**src/rtl/wb_arbiter_if.sv**
```systemverilog
// Write-back arbiter bus: two requesters (A = ALU, B = load/mul-div) and the
// register-file write port plus the per-register pending scoreboard.
interface wb_arbiter_if;
  logic        a_valid;
  logic [4:0]  a_addr;
  logic [31:0] a_data;
  logic        a_ready;
  logic        b_valid;
  logic [4:0]  b_addr;
  logic [31:0] b_data;
  logic        b_ready;
  logic        regWrite;
  logic [4:0]  rWriteAddress;
  logic [31:0] rWriteValue;
  logic        wb_src;
  logic [31:0] pending;

  modport master (
    output a_valid, a_addr, a_data, b_valid, b_addr, b_data,
    input  a_ready, b_ready, regWrite, rWriteAddress, rWriteValue, wb_src, pending
  );

  modport slave (
    input  a_valid, a_addr, a_data, b_valid, b_addr, b_data,
    output a_ready, b_ready, regWrite, rWriteAddress, rWriteValue, wb_src, pending
  );
endinterface

```
**src/rtl/wb_arbiter.sv**
```systemverilog
// Register-file write-back arbiter: A writes directly, B writes go through a
// small FIFO whose head preempts A once it has waited STARVE_LIMIT cycles.

// One B-queue slot; also reports which register it is holding a write for.
module wb_arbiter_slot (
  input  logic        clk,
  input  logic        rst,
  input  logic        load,
  input  logic        clear,
  input  logic [4:0]  addr_in,
  input  logic [31:0] data_in,
  output logic [4:0]  addr,
  output logic [31:0] data,
  output logic [31:0] mask
);
  logic vld;

  always_ff @(posedge clk or negedge rst) begin
    if (!rst) begin
      vld  <= 1'b0;
      addr <= '0;
      data <= '0;
    end else if (load) begin
      vld  <= 1'b1;
      addr <= addr_in;
      data <= data_in;
    end else if (clear) begin
      vld  <= 1'b0;
    end
  end

  always_comb begin
    mask = '0;
    if (vld) mask[addr] = 1'b1;
  end
endmodule

module wb_arbiter #(
  parameter int DEPTH        = 2,
  parameter int STARVE_LIMIT = 3
) (
  input  logic         clk,
  input  logic         rst,
  wb_arbiter_if.slave  bus
);
  localparam int PW = $clog2(DEPTH);
  localparam int CW = $clog2(DEPTH + 1);

  logic [PW-1:0]               wr_ptr, rd_ptr;
  logic [CW-1:0]               count;
  logic [3:0]                  age;
  logic [DEPTH-1:0]            slot_load, slot_clr;
  logic [DEPTH-1:0][4:0]       slot_addr;
  logic [DEPTH-1:0][31:0]      slot_data;
  logic [DEPTH-1:0][31:0]      slot_mask;
  logic                        empty, full, starved, push, pop;
  logic                        a_grant, b_grant;
  logic [4:0]                  head_addr;
  logic [31:0]                 head_data;
  logic                        reg_write, w_src;
  logic [4:0]                  w_addr;
  logic [31:0]                 w_data;
  logic [31:0]                 pend;

  assign empty     = (count == '0);
  assign full      = (count == CW'(DEPTH));
  assign starved   = !empty && (age == 4'(STARVE_LIMIT));
  assign head_addr = slot_addr[rd_ptr];
  assign head_data = slot_data[rd_ptr];

  // B only competes from the registered head, so a fresh push waits a cycle.
  assign b_grant = !empty && (starved || !bus.a_valid);
  assign a_grant = bus.a_valid && !b_grant;
  assign push    = bus.b_valid && !full;
  assign pop     = b_grant;

  assign bus.a_ready = !starved;
  assign bus.b_ready = !full;

  function automatic logic [PW-1:0] ptr_inc(input logic [PW-1:0] p);
    return (p == PW'(DEPTH - 1)) ? '0 : p + PW'(1);
  endfunction

  genvar i;
  generate
    for (i = 0; i < DEPTH; i++) begin : g_slot
      assign slot_load[i] = push && (wr_ptr == PW'(i));
      assign slot_clr[i]  = pop  && (rd_ptr == PW'(i));
      wb_arbiter_slot u_slot (
        .clk     (clk),
        .rst     (rst),
        .load    (slot_load[i]),
        .clear   (slot_clr[i]),
        .addr_in (bus.b_addr),
        .data_in (bus.b_data),
        .addr    (slot_addr[i]),
        .data    (slot_data[i]),
        .mask    (slot_mask[i])
      );
    end
  endgenerate

  always_ff @(posedge clk or negedge rst) begin
    if (!rst) begin
      wr_ptr <= '0;
      rd_ptr <= '0;
      count  <= '0;
    end else begin
      if (push) wr_ptr <= ptr_inc(wr_ptr);
      if (pop)  rd_ptr <= ptr_inc(rd_ptr);
      case ({push, pop})
        2'b10:   count <= count + CW'(1);
        2'b01:   count <= count - CW'(1);
        default: count <= count;
      endcase
    end
  end

  // Age tracks how long the current head has been passed over.
  always_ff @(posedge clk or negedge rst) begin
    if (!rst)                          age <= '0;
    else if (empty || pop)             age <= '0;
    else if (age != 4'(STARVE_LIMIT))  age <= age + 4'd1;
  end

  // Output stage; address-0 grants are consumed but never write.
  always_ff @(posedge clk or negedge rst) begin
    if (!rst) begin
      reg_write <= 1'b0;
      w_addr    <= '0;
      w_data    <= '0;
      w_src     <= 1'b0;
    end else if (a_grant) begin
      reg_write <= (bus.a_addr != 5'd0);
      w_addr    <= bus.a_addr;
      w_data    <= bus.a_data;
      w_src     <= 1'b0;
    end else if (b_grant) begin
      reg_write <= (head_addr != 5'd0);
      w_addr    <= head_addr;
      w_data    <= head_data;
      w_src     <= 1'b1;
    end else begin
      reg_write <= 1'b0;
    end
  end

  always_comb begin
    pend = '0;
    for (int k = 0; k < DEPTH; k++) pend |= slot_mask[k];
    if (reg_write && w_src) pend[w_addr] = 1'b1;
    pend[0] = 1'b0;
  end

  assign bus.pending       = pend;
  assign bus.regWrite      = reg_write;
  assign bus.rWriteAddress = w_addr;
  assign bus.rWriteValue   = w_data;
  assign bus.wb_src        = w_src;
endmodule

```
**src/flat_wrapper.sv**
```systemverilog
// flat-port wrapper written by rule: the top's interface ports become plain ports
module wb_arbiter_flat 
#(
  parameter int DEPTH        = 2,
  parameter int STARVE_LIMIT = 3
)
  (clk, rst, bus_a_valid, bus_a_addr, bus_a_data, bus_b_valid, bus_b_addr, bus_b_data, bus_a_ready, bus_b_ready, bus_regWrite, bus_rWriteAddress, bus_rWriteValue, bus_wb_src, bus_pending);
  wb_arbiter_if bus_i ();
  input  logic clk;
  input  logic rst;
  input wire logic [$bits(bus_i.a_valid)-1:0] bus_a_valid;
  input wire logic [$bits(bus_i.a_addr)-1:0] bus_a_addr;
  input wire logic [$bits(bus_i.a_data)-1:0] bus_a_data;
  input wire logic [$bits(bus_i.b_valid)-1:0] bus_b_valid;
  input wire logic [$bits(bus_i.b_addr)-1:0] bus_b_addr;
  input wire logic [$bits(bus_i.b_data)-1:0] bus_b_data;
  output wire logic [$bits(bus_i.a_ready)-1:0] bus_a_ready;
  output wire logic [$bits(bus_i.b_ready)-1:0] bus_b_ready;
  output wire logic [$bits(bus_i.regWrite)-1:0] bus_regWrite;
  output wire logic [$bits(bus_i.rWriteAddress)-1:0] bus_rWriteAddress;
  output wire logic [$bits(bus_i.rWriteValue)-1:0] bus_rWriteValue;
  output wire logic [$bits(bus_i.wb_src)-1:0] bus_wb_src;
  output wire logic [$bits(bus_i.pending)-1:0] bus_pending;
  assign bus_i.a_valid = bus_a_valid;
  assign bus_i.a_addr = bus_a_addr;
  assign bus_i.a_data = bus_a_data;
  assign bus_i.b_valid = bus_b_valid;
  assign bus_i.b_addr = bus_b_addr;
  assign bus_i.b_data = bus_b_data;
  assign bus_a_ready = bus_i.a_ready;
  assign bus_b_ready = bus_i.b_ready;
  assign bus_regWrite = bus_i.regWrite;
  assign bus_rWriteAddress = bus_i.rWriteAddress;
  assign bus_rWriteValue = bus_i.rWriteValue;
  assign bus_wb_src = bus_i.wb_src;
  assign bus_pending = bus_i.pending;
  wb_arbiter #(.DEPTH(DEPTH), .STARVE_LIMIT(STARVE_LIMIT)) u_core (.clk(clk), .rst(rst), .bus(bus_i));
endmodule
```
**config.mk**
```make
export PLATFORM = sky130hd
export DESIGN_NAME = wb_arbiter_flat
export DESIGN_NICKNAME = d
export VERILOG_FILES = /design/src/rtl/wb_arbiter_if.sv /design/src/rtl/wb_arbiter.sv /design/src/flat_wrapper.sv
export SDC_FILE = /design/constraint.sdc
export NUM_CORES = 1
export LEC_CHECK = 0
export CAP_MARGIN = 20
export CORE_UTILIZATION = 36
export DETAILED_ROUTE_END_ITERATION = 7
export SLEW_MARGIN = 30
export SYNTH_ARGS = -nofsm -noshare
export SYNTH_HDL_FRONTEND = slang
export SYNTH_SLANG_ARGS = --single-unit
```
**constraint.sdc**
```tcl
create_clock -name clk -period 5.4 [get_ports clk]
set_input_delay 0.54 -clock clk [delete_from_list [all_inputs] [get_ports clk]]
set_output_delay 0.54 -clock clk [all_outputs]
set_load 0.02 [all_outputs]
```
* Word-level counts from Yosys, hierarchy flattened
Cells that the tools add are included.
** Operators by class
- $add $sub $neg :: 5
- Multiply operators :: 0
- Div/mod/pow operators :: 0
- Magnitude comparators :: 7
- Equality and inequality tests :: 5
- Shift operators :: 0
- Muxes and demuxes :: 30
- Bitwise operators :: 4
- Reduce and logical (&&, ||, !) cells :: 27
** Operator list (number)
- $mux W32 :: 7
- $or A32 B32 Y32 :: 2
- $mux W5 :: 4
- $lt A5 B6 Y1 const B :: 3
- $demux W1 S5 :: 3
- $ge A5 B1 Y1 const B :: 3
- $mux W1 :: 13
- $logic_and A1 B1 Y1 :: 12
- $reduce_bool A2 Y1 :: 5
- $reduce_bool A5 Y1 :: 2
- $mux W4 :: 2
- $logic_not A1 Y1 :: 5
- $add A4 B1 Y4 const B :: 1
- $eq A2 B2 Y1 const B :: 2
- $eq A4 B2 Y1 const B :: 1
- $ne A4 B2 Y1 const B :: 1
- $pmux W2 S2 :: 1
- $add A1 B1 Y1 const B :: 2
- $add A2 B1 Y2 const B :: 1
- $eq A2 B1 Y1 const B :: 1
- $logic_not A2 Y1 :: 1
- $logic_or A1 B1 Y1 :: 2
- $lt A1 B2 Y1 const B :: 1
- $not A1 Y1 :: 2
- $sub A2 B1 Y2 const B :: 1
** Word-level totals
- Bits in registers :: 123
- Bits in latches :: 0
- Memory bits (writable) :: 0
- ROM bits :: 0
- Output and inout bits :: 73
- Logic and storage cells :: 92
- Memories :: 0

* Logic depth before layout (Yosys ltp)
Gate-level depths: netlist of the first run.
- Word-level depth :: 8
- Depth in mapped cells :: 8

* Cells and area by module
A second synthesis of the first run with hierarchy kept.
** Unflattened totals
- Cells, all modules :: 553
- Area total of the unflattened synthesis :: 6308.6 um^2
** Modules (own cells, without submodules)
- wb_arbiter :: times used 1, cells an instance 296, area each 3041.7 um^2, seq. area each 1176.1 um^2
- wb_arbiter_slot (u_core.g_slot[0].u_slot) :: times used 1, cells an instance 129, area each 1637.8 um^2, seq. area each 950.9 um^2
- wb_arbiter_slot (u_core.g_slot[1].u_slot) :: times used 1, cells an instance 128, area each 1629.1 um^2, seq. area each 950.9 um^2

* Least setup slack after synthesis of the first run
OpenSTA, ideal clock, no wires.
- Path type :: reg2out
- Start :: register u_core.w_addr[3], in the netlist u_core.bus.rWriteAddress[3]
- End :: output port bus_pending[11]
- Arrival :: 1574 ps
- Required time :: 4860 ps
- Setup slack :: 3286 ps
- Stages on the path, launching flop included :: 4
- Buffers on the path :: 1
- Cell sequence :: dfrtp_1 -> clkbuf_1 -> or3b_1 -> o21ai_0
** Between the ends
- Word-level cells in the longest chain between the ends :: 6
** Ends and longest elaborated chain
- start, declared :: line wb_arbiter.sv:61 : logic [4:0] w_addr;
- start signal, assigned :: line wb_arbiter.sv:135 : w_addr <= bus.a_addr;
- start signal, assigned :: line wb_arbiter.sv:140 : w_addr <= head_addr;
- $lt A5 B6 Y1 (implied by the code) / $ge A5 B1 Y1 (equally long branches) :: line wb_arbiter.sv:151 : if (reg_write && w_src) pend[w_addr] = 1'b1;
- $logic_and A1 B1 Y1 (implied by the code) :: line wb_arbiter.sv:151
- $mux W1 (implied by the code) :: line wb_arbiter.sv:151
- $demux W1 S5 *
- $or A32 B32 Y32 (no line) *
- $mux W32 * :: line wb_arbiter.sv:151
- end, declared :: line flat_wrapper.sv:23 : output wire logic [$bits(bus_i.pending)-1:0] bus_pending;
Every way passes the cells marked *; elsewhere a longest branch is shown, timed or not.

* Worst setup path after layout of the first run
- Start :: register u_core.g_slot[1].u_slot.addr[0]
- End :: output port bus_pending[4]
** Between the ends
- Word-level cells in the longest chain between the ends :: 8
** Ends and longest elaborated chain
- start, declared :: line wb_arbiter.sv:12 : output logic [4:0] addr,
- start signal, assigned :: line wb_arbiter.sv:25 : addr <= addr_in;
- $lt A5 B6 Y1 (implied by the code) / $ge A5 B1 Y1 (equally long branches) :: line wb_arbiter.sv:34 : if (vld) mask[addr] = 1'b1;
- $logic_and A1 B1 Y1 (implied by the code) :: line wb_arbiter.sv:34
- $mux W1 (implied by the code) :: line wb_arbiter.sv:34
- $demux W1 S5 * :: line wb_arbiter.sv:34
- $mux W32 * :: line wb_arbiter.sv:34
- $or A32 B32 Y32 * :: line wb_arbiter.sv:150 : for (int k = 0; k < DEPTH; k++) pend |= slot_mask[k];
- $or A32 B32 Y32 (no line)
- $mux W32 * :: line wb_arbiter.sv:151
Marked as above.

==> results of run 1 <==
path summary, 6_finish.rpt:
check                                                            start                                           to  cells after the start
setup / recovery           u_core.g_slot[1].u_slot.addr[0]$_DFFE_PN0P_                               bus_pending[4]                      4
hold / removal                                                     rst        u_core.bus.rWriteValue[8]$_DFFE_PN0P_                      1
setup reg to reg                             u_core.age[0]$_DFFE_PN0P_                  u_core.count[1]$_DFFE_PN0P_                      7
hold reg to reg                              u_core.age[0]$_DFFE_PN0P_                    u_core.age[0]$_DFFE_PN0P_                      1
max in group asynchronous                                          rst  u_core.g_slot[0].u_slot.data[2]$_DFFE_PN0P_                      2
min in group clk                             u_core.age[0]$_DFFE_PN0P_                    u_core.age[0]$_DFFE_PN0P_                      1
cell families after synthesis:
| group | share of synthesized area |
|---|---|
| fa+ha+maj | 0.00404 |
| compound gates | 0.118 |
| xor+xnor | 0.0111 |
| simple gates | 0.106 |
| mux | 0.194 |
| other cells | 0.000606 |
| flops | 0.497 |
| buf+inv | 0.0685 |
per-layer routing:
metal / GRT usage / part of all wire / vias up
li1: - / - / 2213
met1: 0.236 / 0.43 / 2404
met2: 0.314 / 0.49 / 183
met3: 0.0575 / 0.066 / 18
met4: 0.0726 / 0.015 / 0
met5: 0 / 0 / -
per-stage QoR:
stage	hold WS [ps]	cell area (µm²)	util	setup WS, ps
2_1_floorplan	244	6190	-	3290
3_3_place_gp	445	7720	0.462	2710
3_5_place_dp	457	7750	0.464	2680
4_1_cts	288	8350	0.500	2220
5_1_grt	183	8360	0.500	2100
6_report	123	8360	0.500	2190
cells in the final DEF, fill, tap and decap left out, types with 3 or more instances in the layout:
| master | count |
|---|---|
| xnor2_1 | 5 |
| a22oi_1 | 15 |
| dfrtp_1 | 122 |
| nand4b_1 | 10 |
| o21ai_0 | 13 |
| a221oi_1 | 36 |
| buf_4 | 4 |
| nand4_1 | 5 |
| clkbuf_8 | 3 |
| o221ai_1 | 16 |
| inv_1 | 38 |
| nand2_1 | 8 |
| clkbuf_1 | 4 |
| clkinv_2 | 5 |
| bufinv_16 | 3 |
| mux2_2 | 74 |
| nor3b_1 | 8 |
| nor3_1 | 4 |
| a31oi_1 | 3 |
| mux2i_1 | 37 |
| clkdlybuf4s50_1 | 148 |
| or3_1 | 3 |
| and3_1 | 3 |
| and3b_1 | 5 |
| nand3_1 | 6 |
| clkbuf_16 | 17 |
| nand3b_1 | 8 |
| nor2_1 | 45 |
state kept, by name, indices dropped and copies added, names as in the netlist:
name,flops
u_core.g_slot.u_slot.data,64
u_core.bus.rWriteValue,32
u_core.g_slot.u_slot.addr,10
u_core.bus.rWriteAddress,5
u_core.age,4
u_core.count,2
u_core.g_slot.u_slot.vld,2
u_core.bus.regWrite,1
u_core.bus.wb_src,1
u_core.rd_ptr,1
u_core.wr_ptr,1
cell type report:
class	count	area, µm²
clock buffer	24	482
clock inverter	8	115
fill	1476	8340
inverter	38	143
multi-input combinational	328	2710
sequential	123	3080
tap	220	275
timing repair buffer	154	1550
power by group through the flow:
stage	clock (mW)	sequential, mW	combinational [mW]
after global routing	1.22	1.91	2.27
after CTS	1.17	1.83	2.13
final	1.15	1.83	2.11
after global placement	0	1.81	2.08
after detailed placement	0	1.84	2.12
after floorplan	0	1.79	1.39
worst max-delay path, delay by kind of cell, from the launching register on:
kind                   cells  cell delay (ps)
AOI/OAI and AO/OA          2              340
buffers and inverters      1              650
and+or+nand+nor            1              820
DFF                        1              430
==> impl_metrics.py, run 1 <==
metrics = {
    "logic_synthesis": {
        "synth_seq_cells": 123,
        "synth_edf_count": 0,
        "yosysTopAreaCell": "dfrtp_1",
        "dominantRegCellSynth": "dfrtp_1",
        "post_synth_num_cell_types": 45,
        "post_synthesis_instance_area_um2": 6190,
        "synthCells": 534,
        "synthArstFlopShare": 1.00,
        "synthesis.yosys.warnings": 0,
        "syn-num-nets": 614,
        "yosysMostFrequentCell": "dfrtp_1",
        "synth_common_cells": "123 x dfrtp_1, 74 x mux2_2, 45 x nor2_1",
        "proportion_of_synthesized_chip_area_in_sequential_cells": 0.497,
        "synth_largest_type_area_fraction": 0.497,
        "cells_taking_the_most_area_after_synthesis": "dfrtp_1 50%, mux2_2 13%, mux2i_1 6.0%, a221oi_1 5.1%, nor2_1 2.7%",
        "mapped_avg_cell_area_um2": 11.6,
    },
    "sta": {
        "unrepaired_setup_endpoints_after_global_routing": "no",
        "final_max_slew_viol_count": 0,
        "final_cycle_utilization_of_the_critical_path": 0.594,
        "period_minus_slack_ps": 3210,
        "timing.final.hold_violations": 0,
        "setup_skew_after_layout_ps": 6.30,
        "worst_slew_margin_rel": 0.352,
        "tightest_slew_ps": 970,
        "tns_ps": 0,
        "setup_viol": 0,
        "clock.fmax_mhz": 312,
    },
    "placement": {
        "port_buffers": 149,
        "hpwl_um": 11000,
        "place_congestion": 0.905,
        "place_inst": 863,
    },
    "critical_path": {
        "critPathLaunchType": "flop",
        "cp_cell_sequence": "nor3b_1 > a22oi_1 > o21ai_0 > clkdlybuf4s50_1",
        "critical_path.slowest_cell": "nor3b_1",
        "worst-endpoint-required_ps": 4860,
        "critical_path.max_fanout": 7,
        "crit_arrival_ps": 2670,
        "setup.worst_path.end_class": "output pin",
        "reg2reg_slack_ps": 3090,
        "max_stage_delay_ps": 820,
        "critical_path_class": "flop to output pin",
    },
    "clock_network": {
        "root_buffer_master": "clkbuf_16",
        "cts_made_buffers": 17,
        "clock-sinks": 123,
        "cts_tree": "yes",
        "path_clk_slew_ps": 50,
        "postCtsSetupBuffers": 0,
        "insertion_delay_ps": 420,
        "cts_max_level": 4,
        "cts.path.max_buffers": 2,
        "postCtsResizedCells": 0,
        "postCtsHoldBufs": 0,
    },
    "grt": {
        "grt_pass1_vias": 4985,
        "globalRouteTotalUtil": 0.191,
        "grt_antenna_before_repair": 0,
        "grt_remaining_overflow": 0,
        "grt_max_degree": 73,
        "first_pass_grt_wire_length_um": 26200,
    },
    "drt": {
        "dr_drc_count": 0,
        "routed_vias": 4818,
        "firstDrtPassIters": 4,
        "via_density_per_instance": 5.38,
        "wirelength_um": 16000,
        "drt_first_iter_violations": 269,
        "detail_route.wl_per_cell_um": 17.8,
        "drtAntennaViolNets": 0,
    },
    "floorplanning": {
        "fp.dieArea_um2": 17700,
        "placeableCoreArea_um2": 16700,
        "floorplan.io_pins": 151,
        "initial_core_util": 0.371,
        "placement_rows": 47,
        "horizontal_extent_of_the_die_um": 133,
        "dieHeight_um": 133,
    },
    "cells_and_area": {
        "stdcell_count": 895,
        "layout.nets": 742,
        "num_antenna_cells": 0,
        "layout_cells_sized_above_1": 0.175,
        "syn_to_final_growth_pct": 35.0,
    },
    "power_and_ir_drop": {
        "power.share.sequential": 0.360,
        "power.net_switching_mw": 1.86,
        "power.density_cell_area_nw_per_um2": 609,
        "power.share.clock": 0.225,
        "gate_power_share": 0.415,
        "irDropWorstVdd_v": 0.000246,
        "intPower_mw": 3.23,
        "swShare": 0.366,
        "overall_power_consumption_mw": 5.09,
        "power.leakage_nw": 3.49,
    },
    "job": {
        "timing.max_cap.violations": 0,
    },
    "min_path": {
        "hold_path_class": "primary input to async pin",
    },
    "status": {
        "outcome": "completed",
    },
}
(Power assumes the default switching activity.)
==> run 2: changes to the inputs <==
Clock period 5.4 ns to 3 ns, I/O delays scaled along.
==> run 2 against run 1 <==
Wire length rose by 4.3%. Global-route usage rose by 1.0 points. Flip-flop and latch count stayed put. Count of clock-buffer cells in the layout is 2 higher. Register-to-register slack got worse by 2200 ps. Sequential share of layout area down 0.34 points. Hold slack better by 220 ps. Clock skew is 2.3 ps higher. Sequential power increased by 79%. Via count rose by 0.21%. Core utilization is 0.46 points higher. Non-clock buffer count increased by 10. Highest routed layer unchanged.
==> impl_metrics.py, run 2 (synthesis results as in run 1) <==
metrics = {
    "power_and_ir_drop": {
        "intPower_mw": 5.85,
        "gate_power_share": 0.423,
        "power.density_cell_area_nw_per_um2": 1090,
        "power.net_switching_mw": 3.38,
        "power.share.sequential": 0.355,
        "power.leakage_nw": 3.54,
        "overall_power_consumption_mw": 9.23,
        "swShare": 0.366,
        "power.share.clock": 0.221,
        "irDropWorstVdd_v": 0.000469,
    },
    "sta": {
        "finalWorstSetupSlack_ps": 250,
        "setup_viol": 0,
        "tightest_slew_ps": 616,
        "clock.fmax_mhz": 364,
        "final_cycle_utilization_of_the_critical_path": 0.917,
        "worst_slew_margin_rel": 0.590,
        "period_minus_slack_ps": 2750,
        "setup_skew_after_layout_ps": 8.55,
        "unrepaired_setup_endpoints_after_global_routing": "no",
        "tns_ps": 0,
        "timing.final.hold_violations": 0,
        "final_max_slew_viol_count": 0,
    },
    "cells_and_area": {
        "layout_cells_sized_above_1": 0.188,
        "syn_to_final_growth_pct": 36.3,
        "regMostFlops": "u_core.g_slot.u_slot.data",
        "num-fill-cells": 1492,
        "layout_common_cells": "148 x clkdlybuf4s50_1, 122 x dfrtp_1, 74 x mux2_2, 45 x nor2_1, 38 x inv_1",
        "num_antenna_cells": 0,
        "largest_reg_flops": 64,
        "layout.nets": 752,
        "final_common_cell": "clkdlybuf4s50_1",
    },
    "floorplanning": {
        "dieHeight_um": 133,
        "initial_core_util": 0.371,
        "horizontal_extent_of_the_die_um": 133,
        "placeableCoreArea_um2": 16700,
        "floorplan.io_pins": 151,
        "placement_rows": 47,
        "fp.dieArea_um2": 17700,
    },
    "drt": {
        "routed_vias": 4828,
        "wirelength_um": 16600,
        "drtAntennaViolNets": 0,
        "drt_first_iter_violations": 247,
        "firstDrtPassIters": 4,
        "dr_drc_count": 0,
        "via_density_per_instance": 5.33,
        "detail_route.wl_per_cell_um": 18.4,
    },
    "clock_network": {
        "insertion_delay_ps": 410,
        "cts.path.max_buffers": 2,
        "cts_tree": "yes",
        "cts_max_level": 4,
        "postCtsSetupBuffers": 0,
        "path_clk_slew_ps": 50,
        "cts_made_buffers": 17,
        "clock-sinks": 123,
        "root_buffer_master": "clkbuf_16",
    },
    "grt": {
        "globalRouteMet2Util": 0.343,
        "grt_max_degree": 60,
        "globalRouteTotalUtil": 0.201,
        "first_pass_grt_wire_length_um": 27700,
        "grt_antenna_before_repair": 0,
        "global_route.peak_usage_layer": "met2",
        "grt_pass1_vias": 5176,
        "met1_usage": 0.250,
        "met3_layer_usage_reported_by_global_route": 0.0498,
        "grt_remaining_overflow": 0,
    },
    "critical_path": {
        "crit_arrival_ps": 2450,
        "critPathLaunchType": "flop",
        "critical_path.slowest_cell": "clkdlybuf4s50_1",
        "cp_cell_sequence": "nor3b_1 > a22oi_1 > o21ai_0 > clkdlybuf4s50_1",
        "critical_path_class": "flop to output pin",
        "max_stage_delay_ps": 650,
        "cp_buf_inv_count": 1,
        "setup.worst_path.end_class": "output pin",
        "worst-endpoint-required_ps": 2700,
        "critical_path_depth": 4,
        "gate_family_responsible_for_the_most_delay_along_the_worst_path": "buffers and inverters",
        "critical_path.max_fanout": 19,
        "worstRegToRegCells": 7,
    },
    "placement": {
        "place_congestion": 0.854,
        "hpwl_um": 11600,
        "dpl_worst_slack_ps": 644,
        "port_buffers": 149,
    },
    "status": {
        "outcome": "completed",
    },
    "min_path": {
        "hold_path_class": "primary input to async pin",
    },
    "job": {
        "timing.max_cap.violations": 0,
    },
}
==> run 2: routing by layer <==
layer	share of wire	vias up
met5	0	-
li1	-	2233
met4	0.011	0
met1	0.43	2409
met3	0.059	16
met2	0.50	170
==> run 2: power by group through the flow <==
| stage | logic, mW | clock network [mW] | registers (mW) |
|---|---|---|---|
| 6_report | 3.91 | 2.04 | 3.28 |
| 5_1_grt | 4.22 | 2.17 | 3.41 |
| 4_1_cts | 3.95 | 2.09 | 3.27 |
| 3_5_place_dp | 3.94 | 0 | 3.29 |
| 3_3_place_gp | 3.88 | 0 | 3.24 |
| 2_1_floorplan | 2.50 | 0 | 3.21 |
==> run 2: repair_timing <==
item | CTS | global route
gates resized for setup | 0 | 1
setup endpoints to repair | 0 | 1
hold endpoints to repair | 24 | 0
hold buffers | 1 | 0
==> run 2: cell type report <==
cell class | count | area [µm²] | area share
Inverter | 38 | 143 | 0.0169
Tap cell | 220 | 275 | 0.0326
Clock inverter | 6 | 82.6 | 0.00979
Timing Repair Buffer | 164 | 1630 | 0.193
Clock buffer | 26 | 519 | 0.0616
Multi-Input combinational cell | 328 | 2710 | 0.321
Sequential cell | 123 | 3080 | 0.365
==> run 2: metrics by stage <==
stage	cells	cell area, µm²	hold slack (ps)	util
after floorplan	534	6190	4.41	-
after global placement	872	7820	230	0.468
after detailed placement	872	7820	230	0.468
after CTS	905	8430	345	0.505
after global routing	905	8440	371	0.505
final	905	8440	348	0.505
==> run 2: worst paths after layout <==
path | startpoint | end | slack (ps)
min in group clk | bus_a_data[19] | u_core.bus.rWriteValue[19]$_DFFE_PN0P_ | 440
max reg2reg | u_core.age[0]$_DFFE_PN0P_ | u_core.count[1]$_DFFE_PN0P_ | 860
min reg2reg | u_core.age[0]$_DFFE_PN0P_ | u_core.age[0]$_DFFE_PN0P_ | 460
max in group asynchronous | rst | u_core.rd_ptr$_DFFE_PN0P_ | 1800
max | u_core.g_slot[1].u_slot.addr[4]$_DFFE_PN0P_ | bus_pending[7] | 250
min | rst | u_core.g_slot[0].u_slot.data[9]$_DFFE_PN0P_ | 350
